**config.mk**
```make
export PLATFORM = sky130hd
export DESIGN_NAME = fuel_dispense_sequencer
export DESIGN_NICKNAME = d
export VERILOG_FILES = /design/src/rtl/fuel_dispense_sequencer.sv
export SDC_FILE = /design/constraint.sdc
export NUM_CORES = 1
export LEC_CHECK = 0
export ABC_AREA = 1
export BUFFER_PORTS_ARGS = -buffer_cell sky130_fd_sc_hd__buf_4
export CORE_ASPECT_RATIO = 0.75
export CORE_MARGIN = 1.5
export CORE_UTILIZATION = 60
export CTS_CLUSTER_DIAMETER = 80
export CTS_CLUSTER_SIZE = 24
export DETAILED_ROUTE_END_ITERATION = 8
export PLACE_DENSITY_LB_ADDON = 0.15
export SLEW_MARGIN = 20
export SYNTH_ARGS = -nofsm -noshare
export SYNTH_HDL_FRONTEND = slang
export SYNTH_SLANG_ARGS = --single-unit
```
**constraint.sdc**
```tcl
create_clock -name clk -period 2.33 [get_ports clk]
set_input_delay 0 -clock clk [delete_from_list [all_inputs] [get_ports clk]]
set_output_delay 0 -clock clk [all_outputs]
set_load 0.05 [all_outputs]
```
**src/rtl/fuel_dispense_sequencer.sv**
```systemverilog
// Pump relay sequencer for one dispensing cycle: synchronizes and debounces the
// panel inputs, counts flow-meter pulses against a preset target and enforces interlocks.
module fuel_dispense_sequencer #(
  parameter int CLK_HZ       = 1_000_000,
  parameter int DEBOUNCE_CYC = 5000,
  parameter int PULSES_P0    = 350,
  parameter int PULSES_P1    = 800,
  parameter int PULSES_P2    = 1600,
  parameter int TIMEOUT_CYC  = 2_000_000
) (
  input  logic        clk,
  input  logic        rst_n,
  input  logic        btn0,
  input  logic        btn1,
  input  logic        btn2,
  input  logic        btn_stop,
  input  logic        flow_pulse,
  input  logic        tank_low,
  output logic        relay_out,
  output logic        busy,
  output logic        done,
  output logic        fault,
  output logic [1:0]  fault_code,
  output logic [15:0] disp_count,
  output logic [15:0] target
);

  localparam int DB_W = $clog2(DEBOUNCE_CYC + 1);
  localparam int TO_W = $clog2(TIMEOUT_CYC + 1);

  localparam logic [1:0] ST_IDLE  = 2'd0;
  localparam logic [1:0] ST_PUMP  = 2'd1;
  localparam logic [1:0] ST_DONE  = 2'd2;
  localparam logic [1:0] ST_FAULT = 2'd3;

  localparam logic [1:0] CODE_NONE    = 2'b00;
  localparam logic [1:0] CODE_TIMEOUT = 2'b01;
  localparam logic [1:0] CODE_TANK    = 2'b10;

  if (CLK_HZ < 1 || DEBOUNCE_CYC < 1 || TIMEOUT_CYC < 1 ||
      PULSES_P0 < 1 || PULSES_P0 > 65535 || PULSES_P1 < 1 || PULSES_P1 > 65535 ||
      PULSES_P2 < 1 || PULSES_P2 > 65535) begin : g_bad_params
    $error("fuel_dispense_sequencer: parameter out of range");
  end

  logic [5:0]            sync1_q, sync1_d, sync2_q, sync2_d;
  logic [3:0]            db_level_q, db_level_d, db_prev_q, db_prev_d;
  logic [3:0][DB_W-1:0]  db_cnt_q, db_cnt_d;
  logic                  flow_prev_q, flow_prev_d;
  logic [1:0]            state_q, state_d;
  logic [1:0]            fcode_q, fcode_d;
  logic [15:0]           disp_q, disp_d, target_q, target_d;
  logic [TO_W-1:0]       to_cnt_q, to_cnt_d;
  logic                  relay_q, relay_d, busy_q, busy_d, done_q, done_d, fault_q, fault_d;

  logic [3:0]  req;
  logic        flow_edge;
  logic        tank_sync;
  logic [15:0] disp_inc;

  // Front end: bit order is {tank_low, flow_pulse, btn_stop, btn2, btn1, btn0}.
  always_comb begin
    sync1_d     = {tank_low, flow_pulse, btn_stop, btn2, btn1, btn0};
    sync2_d     = sync1_q;
    flow_prev_d = sync2_q[4];
    db_prev_d   = db_level_q;
    db_level_d  = db_level_q;
    db_cnt_d    = '0;
    for (int i = 0; i < 4; i++) begin
      if (sync2_q[i] != db_level_q[i]) begin
        if (db_cnt_q[i] == DB_W'(DEBOUNCE_CYC - 1)) begin
          db_level_d[i] = sync2_q[i];
        end else begin
          db_cnt_d[i] = db_cnt_q[i] + 1'b1;
        end
      end
    end
  end

  assign req       = db_level_q & ~db_prev_q;
  assign flow_edge = sync2_q[4] & ~flow_prev_q;
  assign tank_sync = sync2_q[5];
  assign disp_inc  = (disp_q == 16'hFFFF) ? disp_q : disp_q + 16'd1;

  // Exit order from PUMP is completion, stop, tank low, then no-flow timeout.
  always_comb begin
    state_d  = state_q;
    fcode_d  = fcode_q;
    disp_d   = disp_q;
    target_d = target_q;
    to_cnt_d = to_cnt_q;
    case (state_q)
      ST_IDLE: begin
        if (|req[2:0]) begin
          if (req[0])      target_d = 16'(PULSES_P0);
          else if (req[1]) target_d = 16'(PULSES_P1);
          else             target_d = 16'(PULSES_P2);
          disp_d   = '0;
          to_cnt_d = '0;
          if (tank_sync) begin
            state_d = ST_FAULT;
            fcode_d = CODE_TANK;
          end else begin
            state_d = ST_PUMP;
          end
        end
      end
      ST_PUMP: begin
        to_cnt_d = to_cnt_q + 1'b1;
        if (flow_edge) begin
          disp_d   = disp_inc;
          to_cnt_d = '0;
        end
        if (flow_edge && disp_inc == target_q) begin
          state_d = ST_DONE;
        end else if (req[3]) begin
          state_d = ST_IDLE;
        end else if (tank_sync) begin
          state_d = ST_FAULT;
          fcode_d = CODE_TANK;
        end else if (!flow_edge && to_cnt_q == TO_W'(TIMEOUT_CYC - 1)) begin
          state_d = ST_FAULT;
          fcode_d = CODE_TIMEOUT;
        end
      end
      ST_DONE: state_d = ST_IDLE;
      ST_FAULT: begin
        if (req[3]) begin
          state_d = ST_IDLE;
          fcode_d = CODE_NONE;
        end
      end
      default: state_d = ST_IDLE;
    endcase
    relay_d = (state_d == ST_PUMP);
    busy_d  = (state_d == ST_PUMP);
    done_d  = (state_d == ST_DONE);
    fault_d = (state_d == ST_FAULT);
  end

  always_ff @(posedge clk) begin
    if (!rst_n) begin
      sync1_q     <= '0;
      sync2_q     <= '0;
      db_level_q  <= '0;
      db_prev_q   <= '0;
      db_cnt_q    <= '0;
      flow_prev_q <= 1'b0;
      state_q     <= ST_IDLE;
      fcode_q     <= CODE_NONE;
      disp_q      <= '0;
      target_q    <= '0;
      to_cnt_q    <= '0;
      relay_q     <= 1'b0;
      busy_q      <= 1'b0;
      done_q      <= 1'b0;
      fault_q     <= 1'b0;
    end else begin
      sync1_q     <= sync1_d;
      sync2_q     <= sync2_d;
      db_level_q  <= db_level_d;
      db_prev_q   <= db_prev_d;
      db_cnt_q    <= db_cnt_d;
      flow_prev_q <= flow_prev_d;
      state_q     <= state_d;
      fcode_q     <= fcode_d;
      disp_q      <= disp_d;
      target_q    <= target_d;
      to_cnt_q    <= to_cnt_d;
      relay_q     <= relay_d;
      busy_q      <= busy_d;
      done_q      <= done_d;
      fault_q     <= fault_d;
    end
  end

  assign relay_out  = relay_q;
  assign busy       = busy_q;
  assign done       = done_q;
  assign fault      = fault_q;
  assign fault_code = fcode_q;
  assign disp_count = disp_q;
  assign target     = target_q;

endmodule

```
==> flow_summary.yaml <==
critical_path:
  cp_slowest_cell: "dfxtp_4"
  cp_data_required_time_ns: 2.63
  critPathLaunchType: "flip-flop"
  path_class: "reg -> reg"
  crit_family: "simple AND/OR/NAND/NOR gates"
  reg2reg_to: "state_q[0]"
  worst-r2r-cell-count: 16
  rrSetupSlack_ns: 0.20
  cp.depth: 16
  crit_chain: "ha_4 -> nand3_4 -> nor2_4 -> nand2_4 -> nand2_1 -> nand2_1 -> nor2_1 -> nand2_1 -> nor2_1 -> nand2_1 -> nor2_4 -> nand2_1 -> nand2_1 -> nand2_1 -> nand2_2 -> inv_1"
  cp_data_arrival_time_ns: 2.43
  path_max_fanout: 17
  cpMostUsedCell: "nand2_1"
  cp-end-kind: "flip-flop"
  crit_path_max_incr_delay_ns: 0.39
  cp_num_buf_inv: 1
  r2r-start: "disp_count[0]"
power:
  pwr-share-clk_pct: 53.3
  power.density_nw_per_um2: 675.1
  swShare_pct: 21.24
  p_int_mw: 3.740
  power.total_mw: 4.749
  peakVddDrop_uv: 670.5
  pwr-share-seq_pct: 44.7
  p_sw_mw: 1.009
  p_leak_nw: 2.754
  comb_power_share_pct: 2.0
global_route:
  use_met3_pct: 6.633
  grt_max_degree: 38
  grt_antenna_before_repair: 0
  met2_usage_pct: 45.08
  use_met1_pct: 30.97
  track_usage_pct: 25.85
  grt_pass1_wl_mm: 22.04
  grt_pass1_vias: 5100
  grt.overflow.total: 0
  top_usage_layer: "met2"
layout:
  n_fill_cell: 735
  final_cells: 1034
  ff_latch_area_um2: 2471
  fin_area_um2: 7034
  antennaDiodeCount: 0
  final_layout_size_suffix_gt1_share_pct: 13.08
  area_growth_pct: 17.84
  fin_nets: 904
  multi_input_area_um2: 2938
drt:
  drtIter0Drc: 276
  drc_errors: 0
  wl_per_cell_um: 12.71
  vias: 5415
  post_drt_via_cell_ratio: 5.237
  wirelength_mm: 13.14
  first_pass_iters: 4
  antenna_left: 0
yosys:
  netlist_area_um2: 5969
  synth-seq-cells: 123
  ys.flop_type: "dfxtp_1"
  synth_cell_types: 40
  ys_async_sr_fraction_pct: 0
  synth_edf_count: 0
  synth_cells: 836
  seq_area_frac_synth_pct: 41.25
  synth_warnings: 0
  synth_area_per_cell_um2: 7.141
clock_tree:
  clk_pin_slew_worst_paths_ns: 0.05
  cts_tree: "built"
  cts_setup_buffers: 0
  clock_latency_ns: 0.41
  cts_root_buffer: "clkbuf_16"
  clockBufferDepth: 2
  cts_buffers: 17
  htree_levels: 4
  clock-sinks: 123
sta:
  period_minus_slack_ns: 2.132
  worstMarginPinSlew_ns: 0.7044
  finalMaxSlewViolations: 0
  totalNegativeSetupSlack_ns: 0
  rsz0062_at_grt: "no"
  min_period_over_period_pct: 91.49
  setup_viol: 0
  slew_headroom_pct: 52.99
  finalHoldViolCount: 0
  skew_ns: 0.009432
  fmax_mhz: 469.1
flow_run:
  max_cap_viol_count: 0
min_path:
  worstHoldEndpoint: "sync1_q[4]"
  hold_start: "flow_pulse"
  hp-class: "in -> reg"
  hold_depth: 4
place:
  place_congestion: 0.9518
  dpl_cell_area_um2: 6340
  dpl.cell_count: 993
  numPortBuffers: 38
  dpl.hpwl_mm: 9.217
floorplanning:
  floorplan.initialDensity_pct: 61.81
  die_x_um: 118.2
  fp.dieArea_um2: 10560
  fp.dieH_um: 89.38
  ios: 46
  coreArea_um2: 9658
  rows: 31
run_status:
  status: "completed"
## sequential cells by signal, indices dropped and copies added, names as in the netlist, 4 cells and up
name and count:
db_cnt_q 52, db_level_q 4, db_prev_q 4, disp_count 16, sync1_q 6, sync2_q 6
target 6, to_cnt_q 21
## cell usage in the layout (no fill, tap or decap), types with 7 or more instances in the layout
cell / instances
xor2_1: 15
nor4_1: 12
clkbuf_16: 17
nor2_1: 91
nand3_1: 45
nor2_4: 8
dfxtp_1: 118
nand2_1: 182
o21ai_0: 36
buf_4: 47
nand2_2: 7
nor3_1: 18
inv_1: 112
nor3b_1: 10
conb_1: 7
nand4_1: 16
dlygate4sd3_1: 10
a21oi_1: 68
## through the flow
| stage | util (%) | hold slack, ns | setup WS, ns |
|---|---|---|---|
| after floorplan | - | 0.09763 | 0.01405 |
| after global placement | 65.64 | 0.1820 | 0.2008 |
| after detailed placement | 65.64 | 0.1861 | 0.06909 |
| after CTS | 72.56 | 0.3231 | 0.02885 |
| after global routing | 72.83 | 0.3498 | 0.005906 |
| final | 72.83 | 0.3381 | 0.1982 |
## cell usage after synthesis (2+ instances only)
| cell | instances | share of area [%] |
|---|---|---|
| a211oi_1 | 3 | 0.38 |
| a21oi_1 | 68 | 5.7 |
| a221oi_1 | 6 | 0.88 |
| a31oi_1 | 3 | 0.31 |
| and3_1 | 2 | 0.21 |
| buf_2 | 3 | 0.25 |
| buf_4 | 13 | 1.6 |
| buf_6 | 2 | 0.38 |
| clkbuf_1 | 9 | 0.57 |
| dfxtp_1 | 123 | 41 |
| ha_1 | 6 | 1.3 |
| inv_1 | 112 | 7.0 |
| inv_2 | 5 | 0.31 |
| nand2_1 | 182 | 11 |
| nand2_2 | 7 | 0.73 |
| nand2_4 | 3 | 0.57 |
| nand3_1 | 45 | 3.8 |
| nand3_2 | 6 | 1.0 |
| nand3_4 | 2 | 0.59 |
| nand3b_1 | 3 | 0.38 |
| nand4_1 | 16 | 1.7 |
| nor2_1 | 92 | 5.8 |
| nor2_2 | 5 | 0.52 |
| nor2_4 | 7 | 1.3 |
| nor3_1 | 18 | 1.5 |
| nor3b_1 | 10 | 1.3 |
| nor4_1 | 12 | 1.3 |
| o211ai_1 | 2 | 0.25 |
| o21a_1 | 5 | 0.63 |
| o21ai_0 | 36 | 3.0 |
| o221ai_1 | 2 | 0.29 |
| xnor2_1 | 6 | 0.88 |
| xor2_1 | 15 | 2.2 |
## power by group through the flow
stage | sequential [mW] | clock, mW | combinational (mW)
3_3_place_gp | 2.17 | 0 | 0.0794
5_1_grt | 2.12 | 2.66 | 0.105
6_report | 2.12 | 2.53 | 0.0949
4_1_cts | 2.12 | 2.57 | 0.0951
3_5_place_dp | 2.17 | 0 | 0.0821
2_1_floorplan | 2.17 | 0 | 0.0750
## logic make-up (layout without fill, tap and decap cells)
kind of cell / Yosys count / count (layout) / synth area share (%)
and+or+nand+nor: 412 / 412 / 32.24
other: 1 / 7 / 0.06282
xor gates and xnor gates: 21 / 21 / 3.081
adders and majority gates: 6 / 6 / 1.258
AOI/OAI and AO/OA: 128 / 128 / 11.86
buffers and inverters: 145 / 205 / 10.25
DFF: 123 / 123 / 41.25
## routing by layer
layer	part of all wire (%)	vias to the layer above
met5	0	-
met4	1.7	0
met3	4.1	23
met2	47	111
met1	48	2468
li1	-	2813
## cell type report
type                            instances  share of cell area [%]
Tap cell                              132                   2.348
Sequential cell                       123                   35.13
Clock inverter                         10                   1.672
Multi-Input combinational cell        574                   41.76
Inverter                              117                   6.243
Timing Repair Buffer                   57                   6.439
Clock buffer                           21                   6.403
## tightest hold or removal path, stage by stage
cell,delay [ns]
dlygate4sd3_1,0.53
buf_4,0.10
nand2_1,0.05
inv_1,0.04
## worst max-delay path by stage
| stage | start | endpoint | slack (ns) |
|---|---|---|---|
| 6_report | disp_count[0] | state_q[0] | 0.20 |
| 5_1_grt | disp_count[7] | state_q[0] | 0.006 |
| 3_3_place_gp | disp_count[0] | busy | 0.20 |
| 4_1_cts | disp_count[0] | state_q[0] | 0.03 |
| 2_1_floorplan | disp_count[3] | fault_code[0] | 0.01 |
| 3_5_place_dp | disp_count[0] | state_q[0] | 0.07 |
## what timing repair did
| action | in CTS | in global routing |
|---|---|---|
| hold buffers | 10 | 0 |
| endpoints found under the setup margin | 0 | 7 |
| hold endpoints to repair | 15 | 0 |
| resized for setup | 0 | 7 |
No activity file was read; power rests on OpenSTA's default activity.
